<file path="config.mk">
export PLATFORM = sky130hd
export DESIGN_NAME = alu_sweep_ctrl
export DESIGN_NICKNAME = d
export VERILOG_FILES = /design/src/rtl/alu_pkg.sv /design/src/rtl/alu_hold_timer.sv /design/src/rtl/alu_sweep_ctrl.sv
export SDC_FILE = /design/constraint.sdc
export NUM_CORES = 1
export LEC_CHECK = 0
export BUFFER_PORTS_ARGS = -buffer_cell sky130_fd_sc_hd__buf_2
export CAP_MARGIN = 5
export CORE_MARGIN = 2
export CORE_UTILIZATION = 50
export CTS_BUF_LIST = sky130_fd_sc_hd__clkbuf_4 sky130_fd_sc_hd__clkbuf_8
export CTS_CLUSTER_DIAMETER = 50
export DETAILED_ROUTE_END_ITERATION = 12
export PLACE_DENSITY = 0.88
export SLEW_MARGIN = 20
export SYNTH_ARGS = -nofsm -noshare
export SYNTH_HDL_FRONTEND = slang
export SYNTH_SLANG_ARGS = --single-unit
</file>
<file path="constraint.sdc">
create_clock -name i_clk -period 4.25 [get_ports i_clk]
set_input_delay 0.2125 -clock i_clk [delete_from_list [all_inputs] [get_ports i_clk]]
set_output_delay 0.2125 -clock i_clk [all_outputs]
set_load 0.03 [all_outputs]
</file>
<file path="src/rtl/alu_pkg.sv">
// Shared constants, FSM state type and sweep-length helper for the ALU sweep controller.
package alu_pkg;

  localparam int ALU_W     = 4;
  localparam int ALU_SEL_W = 3;

  typedef enum logic [1:0] {
    ST_IDLE  = 2'd0,
    ST_DRIVE = 2'd1,
    ST_OUT   = 2'd2,
    ST_DONE  = 2'd3
  } state_t;

  function automatic int step_count(input int sel_w);
    return 2 ** (sel_w + 1);
  endfunction

endpackage

</file>
<file path="src/rtl/alu_hold_timer.sv">
// Settle timer: down-counter reloaded while load is high, expire marks the last enabled cycle.
module alu_hold_timer #(
  parameter int HOLD_CYCLES = 1
) (
  input  logic clk,
  input  logic rst,
  input  logic load,
  input  logic enable,
  output logic expire
);

  localparam int CNT_W = (HOLD_CYCLES > 1) ? $clog2(HOLD_CYCLES) : 1;
  localparam logic [CNT_W-1:0] RELOAD = CNT_W'(HOLD_CYCLES - 1);

  logic [CNT_W-1:0] cnt;

  always_ff @(posedge clk or posedge rst) begin
    if (rst) begin
      cnt <= '0;
    end else if (load) begin
      cnt <= RELOAD;
    end else if (enable && (cnt != '0)) begin
      cnt <= cnt - 1'b1;
    end
  end

  // terminal count reached while enabled ends the hold window
  assign expire = enable && !load && (cnt == '0);

endmodule

</file>
<file path="src/rtl/alu_sweep_ctrl.sv">
// Sweeps all {select, carry-in} combinations of the ALU for one latched operand pair
// and streams the captured results. Optional cout statistics via ALU_SWEEP_STATS_EN.
//
// state    | meaning
// ---------+--------------------------------------------------------
// ST_IDLE  | waiting for i_start, ALU inputs hold last driven values
// ST_DRIVE | current {sel,cin} applied, settle timer running
// ST_OUT   | captured result presented, waiting for i_res_ready
// ST_DONE  | one-cycle o_done pulse, then back to idle
module alu_sweep_ctrl
  import alu_pkg::*;
#(
  parameter int WIDTH       = ALU_W,
  parameter int SEL_W       = ALU_SEL_W,
  parameter int HOLD_CYCLES = 1
) (
  input  logic             i_clk,
  input  logic             i_rst,
  input  logic             i_start,
  input  logic [WIDTH-1:0] i_a,
  input  logic [WIDTH-1:0] i_b,
  output logic             o_busy,
  output logic [WIDTH-1:0] o_alu_a,
  output logic [WIDTH-1:0] o_alu_b,
  output logic [SEL_W-1:0] o_alu_sel,
  output logic             o_alu_cin,
  input  logic [WIDTH-1:0] i_alu_g,
  input  logic             i_alu_cout,
  output logic             o_res_valid,
  input  logic             i_res_ready,
  output logic [WIDTH-1:0] o_res_g,
  output logic             o_res_cout,
  output logic [SEL_W:0]   o_res_idx,
`ifdef ALU_SWEEP_STATS_EN
  output logic [SEL_W+1:0] o_cout_cnt,
`endif
  output logic             o_done
);

  localparam int IDX_W = SEL_W + 1;
  localparam logic [IDX_W-1:0] IDX_LAST = IDX_W'(step_count(SEL_W) - 1);

  if (HOLD_CYCLES < 1) begin : g_bad_hold
    $error("alu_sweep_ctrl: HOLD_CYCLES must be >= 1");
  end

  state_t           state;
  logic [IDX_W-1:0] idx;
  logic             hold_load;
  logic             hold_expire;

  // timer is reloaded in every non-DRIVE cycle so each DRIVE visit starts fresh
  assign hold_load = (state != ST_DRIVE);

  alu_hold_timer #(
    .HOLD_CYCLES(HOLD_CYCLES)
  ) u_hold_timer (
    .clk    (i_clk),
    .rst    (i_rst),
    .load   (hold_load),
    .enable (state == ST_DRIVE),
    .expire (hold_expire)
  );

  always_ff @(posedge i_clk or posedge i_rst) begin
    if (i_rst) begin
      state       <= ST_IDLE;
      idx         <= '0;
      o_busy      <= 1'b0;
      o_alu_a     <= '0;
      o_alu_b     <= '0;
      o_alu_sel   <= '0;
      o_alu_cin   <= 1'b0;
      o_res_valid <= 1'b0;
      o_res_g     <= '0;
      o_res_cout  <= 1'b0;
      o_res_idx   <= '0;
      o_done      <= 1'b0;
`ifdef ALU_SWEEP_STATS_EN
      o_cout_cnt  <= '0;
`endif
    end else begin
      o_done <= 1'b0;
      case (state)
        ST_IDLE: begin
          if (i_start) begin
            o_alu_a   <= i_a;
            o_alu_b   <= i_b;
            idx       <= '0;
            o_alu_sel <= '0;
            o_alu_cin <= 1'b0;
            o_busy    <= 1'b1;
`ifdef ALU_SWEEP_STATS_EN
            o_cout_cnt <= '0;
`endif
            state     <= ST_DRIVE;
          end
        end
        ST_DRIVE: begin
          if (hold_expire) begin
            o_res_g     <= i_alu_g;
            o_res_cout  <= i_alu_cout;
            o_res_idx   <= idx;
            o_res_valid <= 1'b1;
            state       <= ST_OUT;
          end
        end
        ST_OUT: begin
          if (i_res_ready) begin
            o_res_valid <= 1'b0;
`ifdef ALU_SWEEP_STATS_EN
            if (o_res_cout) begin
              o_cout_cnt <= o_cout_cnt + 1'b1;
            end
`endif
            if (idx == IDX_LAST) begin
              o_done <= 1'b1;
              state  <= ST_DONE;
            end else begin
              idx                    <= idx + 1'b1;
              {o_alu_sel, o_alu_cin} <= idx + 1'b1;
              state                  <= ST_DRIVE;
            end
          end
        end
        ST_DONE: begin
          o_busy <= 1'b0;
          state  <= ST_IDLE;
        end
        default: begin
          state <= ST_IDLE;
        end
      endcase
    end
  end

endmodule
</file>
==> impl_results.md, run 1 <==
* Synth cell types at 28
* Placed Area at 0.001355 mm2
* CTS tree: done
* Initial antenna violation count at 0
* Synth Cell Area at 0.001132 mm2
* Area grow syn2layout at 22.32%
* Clk root buf: clkbuf_4
* Post-synth EDFFs at 0
* # setup viols final at 0
* Async S/R FF share, synth at 1.000
* Post-layout min period at 1.728 ns
* DR pass1 iterations at 4
* DR vias at 819
* Initial core utilization at 0.5219
* Flop pwr share at 0.424
* Worst vdd ir at 0.0005305 V
* WP data required at 4.47 ns
* WP buf/inv at 0
* Crit-path cells: ha_1, and3_1, a211oi_2, mux2_2
* Final hold slack at -0.03931 ns
* Top area cells in the synthesized netlist: dfrtp_1 60%, mux2_2 18%, nand2_1 2.0%
* DRT iter0 DRCs at 6
* Antenna-violating nets left at 0
* Die Area at 0.002662 mm2
* Critical Path AT at 1.94 ns
* Family with the most delay on the worst path: flip-flops
* Most common cell after layout, fill and taps aside: buf_2
* Die Ht at 51.59 um
* HP Class: primary input to asynchronous set/reset pin
* Status: finished, violations left
* Share of the synthesized area in the top cell type at 0.5967
* Syn_nets at 103
* Total congestion overflow at 0
* # resized after CTS at 0
* RSZ-0062 raised after global routing: no
* Max_slew headroom at 0.3924
* Row cnt at 17
* Worst-skew pair later-pin latency at 0.31 ns
* Max Clock Skew at 0.01048 ns
* Via density per instance at 5.284
* CTS Sinks at 27
* Syn Area/Cell at 13.32 um2
* Max clock buf depth at 2
* Top_reg_cell synth: dfrtp_1
* Final Cycle Share at 0.4066
* Number of buffers added on ports at 40
* Area leader, netlist: dfrtp_1
* Total power at 1001 uW
* Slew Limit Fails at 0
* Routed wire length per instance at 14.24 um
* Area taken by multi-input logic gates at 429.2 um2
* Failing checks: negative hold slack
* Vias in the first global route at 818
* Clk pwr share at 0.113
* First-pass GRT wire length at 3.636 mm
* Reg area at 675.6 um2
* Switching fraction of total power at 0.4351
* DRC Markers at 0
* Fin cells at 155
* CP max-delay cell: dfrtp_1
* Endpoints failing hold at 27
* # IOs at 41
* Critical path class: register to register
* H-tree depth at 1
* M1 GR Usage at 0.2427
* Grt met3 use at 0.02299
* Post-synthesis sequential area ratio at 0.5967
* Yosys warns at 0
* Internal cell power at 565.5 uW
* Width of the die at 51.59 um
* NumNets Final at 146
* Share of post-route cells with drive strength above 1 at 0.5276
* Max Clock Freq at 578.7 MHz
* Sw power at 435.6 uW
* Mapped Cells at 85
* DRT Wirelength at 2.207 mm
* Crit. End Element: register
* Filler instances at 174
* Hpwl dp at 1.703 mm
* Crit path launch type: register
* Setup_tns at 0 ns
* Largest net degree at the start of global routing at 28
* Post-CTS setup buffers at 0
* Commonest non-fill, non-tap cells in the layout: 40 x buf_2, 27 x dfrtp_1, 18 x mux2_2
* Finished Cell Area at 0.001385 mm2
* Total CTS buffers at 3
* Cts hold-fix bufs at 0
* Core area at 0.002170 mm2
* Reg clk slew, reported paths at 0.14 ns
* Yosys reg bits at 27
* LEAKAGE at 0.0007013 uW
* Placed Cells incl. Taps at 151
* Met2 Usage GRT at 0.3013
* Comb pwr share at 0.463
* Slowest Stage Delay on Critical Path at 0.46 ns
* Gpl congestion at 0.7869
* Grt peak-use layer: met2
* Max capacitance violation total at 0
* Worst-path fanout max at 6
* Gr usage total at 0.1824
* ANT cells at 0
* Power per standard cell area at 722.8 mW/mm2
* Slew @ Worst Pin at 0.9058 ns
Yosys cell counts (2+ instances only):
cell type	count
dfrtp_1	27
mux2_2	18
nand2_1	6
inv_1	3
nor2_1	3
and3_1	2
mux2i_1	2
nand2b_1	2
nand3_1	2
o21ai_0	2
sequential cells by signal, indices dropped and copies added, names as in the netlist:
signal	flops
o_res_g	4
o_alu_sel	3
o_alu_cin	1
o_res_valid	1
state	2
u_hold_timer.cnt	1
o_done	1
o_res_idx	4
o_alu_b	4
o_busy	1
o_alu_a	4
o_res_cout	1
worst paths after layout:
check / from / endpoint / slack (ns) / cells past startpoint
worst min-delay path: i_rst / o_alu_sel[1] / -0.04 / 2
worst max-delay path: o_alu_cin / o_alu_cin / 2.52 / 4
worst min register to register: o_busy / o_busy / 0.50 / 1
min in group i_clk: i_alu_g[3] / o_res_g[3] / 0.12 / 2
worst max register to register: o_alu_cin / o_alu_cin / 2.52 / 4
max in group asynchronous: i_rst / o_alu_a[0] / 3.86 / 2
metal layers:
layer	up-vias	wire [um]
met3	6	103
met2	34	1141
li1	378	-
met1	401	939
met5	-	0
met4	0	23
through the flow:
step / setup slack (ns) / utilization
after global placement: 2.620 / 0.6246
after CTS: 2.529 / 0.6384
after detailed placement: 2.548 / 0.6246
after global routing: 2.469 / 0.6384
final: 2.522 / 0.6384
after floorplan: 2.498 / -
power groups by stage:
stage	clock, uW	sequential [uW]	combinational (uW)
2_1_floorplan	0	570	200
3_3_place_gp	0	421	452
3_5_place_dp	0	429	467
4_1_cts	116	426	468
5_1_grt	126	440	491
6_report	113	425	464
logic make-up (layout without fill, tap and decap cells):
group,count (synthesis),count (layout),share of synthesized area
flops,27,27,0.5967
simple gates,22,22,0.1138
mux,20,20,0.1967
compound gates,8,8,0.05414
buf+inv,6,48,0.02430
fa+ha+maj,1,1,0.01105
other cells,1,1,0.003312
final cells by class:
type | instances | area share
clock buffers | 4 | 0.02168
inverters | 4 | 0.01084
multi-input cells | 52 | 0.3098
flip-flops and latches | 27 | 0.4878
well taps | 28 | 0.02529
repair buffers | 40 | 0.1445
worst reg2reg max path: cells and delay by family (launching register included):
kind	cells	cell delay (ns)
compound gates	1	0.33
mux	1	0.38
flops	1	0.46
fa+ha+maj	1	0.23
simple gates	1	0.23
(Power assumes the default switching activity.)
==> inputs of run 2 (changes only) <==
--- a/config.mk
+++ b/config.mk
@@ -5,6 +5,7 @@
 export SDC_FILE = /design/constraint.sdc
 export NUM_CORES = 1
 export LEC_CHECK = 0
+export ABC_AREA = 1
 export BUFFER_PORTS_ARGS = -buffer_cell sky130_fd_sc_hd__buf_2
 export CAP_MARGIN = 5
 export CORE_MARGIN = 2
==> constraint.sdc (replaced) <==
create_clock -name i_clk -period 1.6 [get_ports i_clk]
set_input_delay 0.08 -clock i_clk [delete_from_list [all_inputs] [get_ports i_clk]]
set_output_delay 0.08 -clock i_clk [all_outputs]
set_load 0.03 [all_outputs]
==> impl_results.md, run 2 <==
* Most common cell after layout, fill and taps aside: nand2_1
* # setup viols final at 0 (unchanged)
* Worst vdd ir at 0.001334 V (+150%)
* Share of post-route cells with drive strength above 1 at 0.3315 (-0.1960)
* Total CTS buffers at 3 (unchanged)
* Worst-skew pair later-pin latency at 0.32 ns (about the same)
* Top area cells in the synthesized netlist: dfrtp_1 58%, nand2_1 14%, o21ai_2 6.8%
* Hpwl dp at 1.851 mm (+8.7%)
* Critical path class: register to register
* Post-layout min period at 1.404 ns (-0.3241 ns)
* Max capacitance violation total at 0 (unchanged)
* Status: completed
* Number of buffers added on ports at 40 (unchanged)
* Post-synthesis adder-cell area fraction at 0.01081 (-0.0002389)
* Synth Area in Simple Gates at 0.2335 (+0.1197)
* Synth Cell Area at 0.001157 mm2 (+2.2%)
* Syn Area/Cell at 9.185 um2 (-31%)
* Worst-path fanout max at 19 (+13)
* Yosys warns at 0 (unchanged)
* Switching fraction of total power at 0.4707 (+0.03564)
* WP data required at 1.82 ns (-2.65 ns)
* Count leader, synth: nand2_1
* Initial core utilization at 0.5283 (+0.006355)
* # IOs at 41 (unchanged)
* Share of the synthesized area in the top cell type at 0.5838 (-0.01290)
* Die Ht at 52.11 um (+1.0%)
* Power per standard cell area at 1697 mW/mm2 (+130%)
* Post-synthesis xor/xnor area fraction at 0 (unchanged)
* HP Class: primary input to register
* Mapped Cells at 126 (+48%)
* Setup_tns at 0 ns (unchanged)
* H-tree depth at 1 (unchanged)
* Multiplexer share of the synthesized area at 0 (-0.1967)
* Initial antenna violation count at 0 (unchanged)
* Async S/R FF share, synth at 1.000 (unchanged)
* Endpoints failing hold at 0 (-100%)
* Max Clock Skew at 0.001362 ns (-0.009118 ns)
* Syn_nets at 144 (+40%)
* Antenna-violating nets left at 0 (unchanged)
* Main combinational cell family by area after synthesis: simple AND/OR/NAND/NOR gates
* Internal cell power at 1401 uW (+150%)
* Clk pwr share at 0.111 (-0.002)
* Largest net degree at the start of global routing at 28 (unchanged)
* Finished Cell Area at 0.001559 mm2 (+13%)
* Final Cycle Share at 0.8774 (+0.4709)
* First-pass GRT wire length at 4.312 mm (+19%)
* Post-synth top cells: 42 x nand2_1, 27 x dfrtp_1, 14 x nand3_1
* Max clock buf depth at 2 (unchanged)
* Comb pwr share at 0.483 (+0.020)
* Routed wire length per instance at 12.22 um (-14%)
* Top_reg_cell synth: dfrtp_1
* Post-synth EDFFs at 0 (unchanged)
* DRT iter0 DRCs at 13 (+7)
* Clk root buf: clkbuf_4
* Vias in the first global route at 984 (+20%)
* DR vias at 1,036 (+26%)
* Critical Path AT at 1.62 ns (-0.32 ns)
* Die Area at 0.002715 mm2 (+2.0%)
* NumNets Final at 203 (+39%)
* Crit. End Element: register
* Gr usage total at 0.2191 (+0.03675)
* Compound-Gate Fraction of Synth Area at 0.09946 (+0.04532)
* Crit path launch type: register
* Reg clk slew, reported paths at 0.14 ns (about the same)
* DRC Markers at 0 (unchanged)
* Sw power at 1246 uW (+190%)
* CTS Sinks at 27 (unchanged)
* ANT cells at 0 (unchanged)
* Total congestion overflow at 0 (unchanged)
* Via density per instance at 4.887 (-7.5%)
* Gpl congestion at 0.7631 (-3.0%)
* Row cnt at 17 (unchanged)
* Commonest non-fill, non-tap cells in the layout: 42 x nand2_1, 40 x buf_2, 27 x dfrtp_1
* Synth cell types at 18 (-36%)
* Yosys reg bits at 27 (unchanged)
* Area leader, netlist: dfrtp_1
* RSZ-0062 raised after global routing: no
* CTS tree: done
* Area grow syn2layout at 34.70%
* DR pass1 iterations at 4 (unchanged)
* Core area at 0.002191 mm2 (+0.98%)
* Flop pwr share at 0.406 (-0.018)
* Width of the die at 52.11 um (+1.0%)
* Max Clock Freq at 712.3 MHz (+23%)
* DRT Wirelength at 2.591 mm (+17%)
* Placed Area at 0.001391 mm2 (+2.7%)
* LEAKAGE at 0.0008569 uW (+22%)
* Post-CTS setup buffers at 0 (unchanged)
* Slew Limit Fails at 0 (unchanged)
* Post-synthesis sequential area ratio at 0.5838 (-0.01290)
[run 2: per-stage QoR]
step / utilization / hold slack [ns] / cells / power (uW) / setup WS, ns
finish: 0.7116 / 0.01271 / 212 / 2646 / 0.1961
global route: 0.7116 / 0.02876 / 212 / 2822 / 0.1047
CTS: 0.7116 / 0.01282 / 212 / 2654 / 0.1075
detailed placement: 0.6351 / 0.1705 / 194 / 2339 / 0.1412
global placement: 0.6351 / 0.1434 / 194 / 2268 / 0.2068
floorplan: - / 0.1327 / 126 / 1955 / 0.2455
[run 2: final cells by class]
class / instances / area [um2]
fillers: 170 / 631.9
inverters: 13 / 48.80
well taps: 28 / 35.03
repair buffers: 58 / 370.4
clock buffers: 3 / 22.52
flip-flops and latches: 27 / 675.6
clock inverters: 1 / 5.005
multi-input cells: 82 / 401.6
[run 2: final timing paths]
check	start	endpoint	slack, ns	depth (start not counted)
max	state[1]	o_res_g[1]	0.20	5
min	i_a[3]	o_alu_a[3]	0.01	3
max reg2reg	state[1]	o_res_g[1]	0.20	5
min reg2reg	o_alu_a[2]	o_alu_a[2]	0.50	2
max in group asynchronous	i_rst	o_alu_b[2]	0.99	4
min in group asynchronous	i_rst	o_res_valid	0.37	4
[run 2: kinds of logic after synthesis]
logic type / after synthesis
AOI/OAI and AO/OA: 16
adders and majority gates: 1
buffers and inverters: 17
DFF: 27
other: 1
and+or+nand+nor: 64
[run 2: worst max-delay path, stage by stage, from the launching register on]
cell     delay, ns
dfrtp_1       0.43
inv_1         0.13
nand2_1       0.08
or2_2         0.45
nand2_1       0.14
o21ai_2       0.06
[run 2: power groups by stage]
stage | Combinational (uW) | Sequential, uW | Clock (uW)
after floorplan | 476 | 1480 | 0
after global placement | 1200 | 1060 | 0
after detailed placement | 1260 | 1080 | 0
after CTS | 1280 | 1080 | 298
after global routing | 1390 | 1100 | 329
final | 1280 | 1070 | 294
[run 2: what timing repair did]
action / in CTS / in global routing
hold buffers: 14 / 0
setup endpoints to repair: 0 / 5
hold endpoints to repair: 40 / 0
gates resized for setup: 0 / 1
[run 2: per-layer routing]
metal / global-route usage / part of all wire / up-vias / wire length (um)
met5: 0 / 0 / - / 0
met2: 0.3776 / 0.53 / 40 / 1379
met1: 0.2765 / 0.41 / 476 / 1073
met4: 0.08772 / 0.0096 / 0 / 25
met3: 0.02874 / 0.043 / 4 / 112
li1: - / - / 516 / -
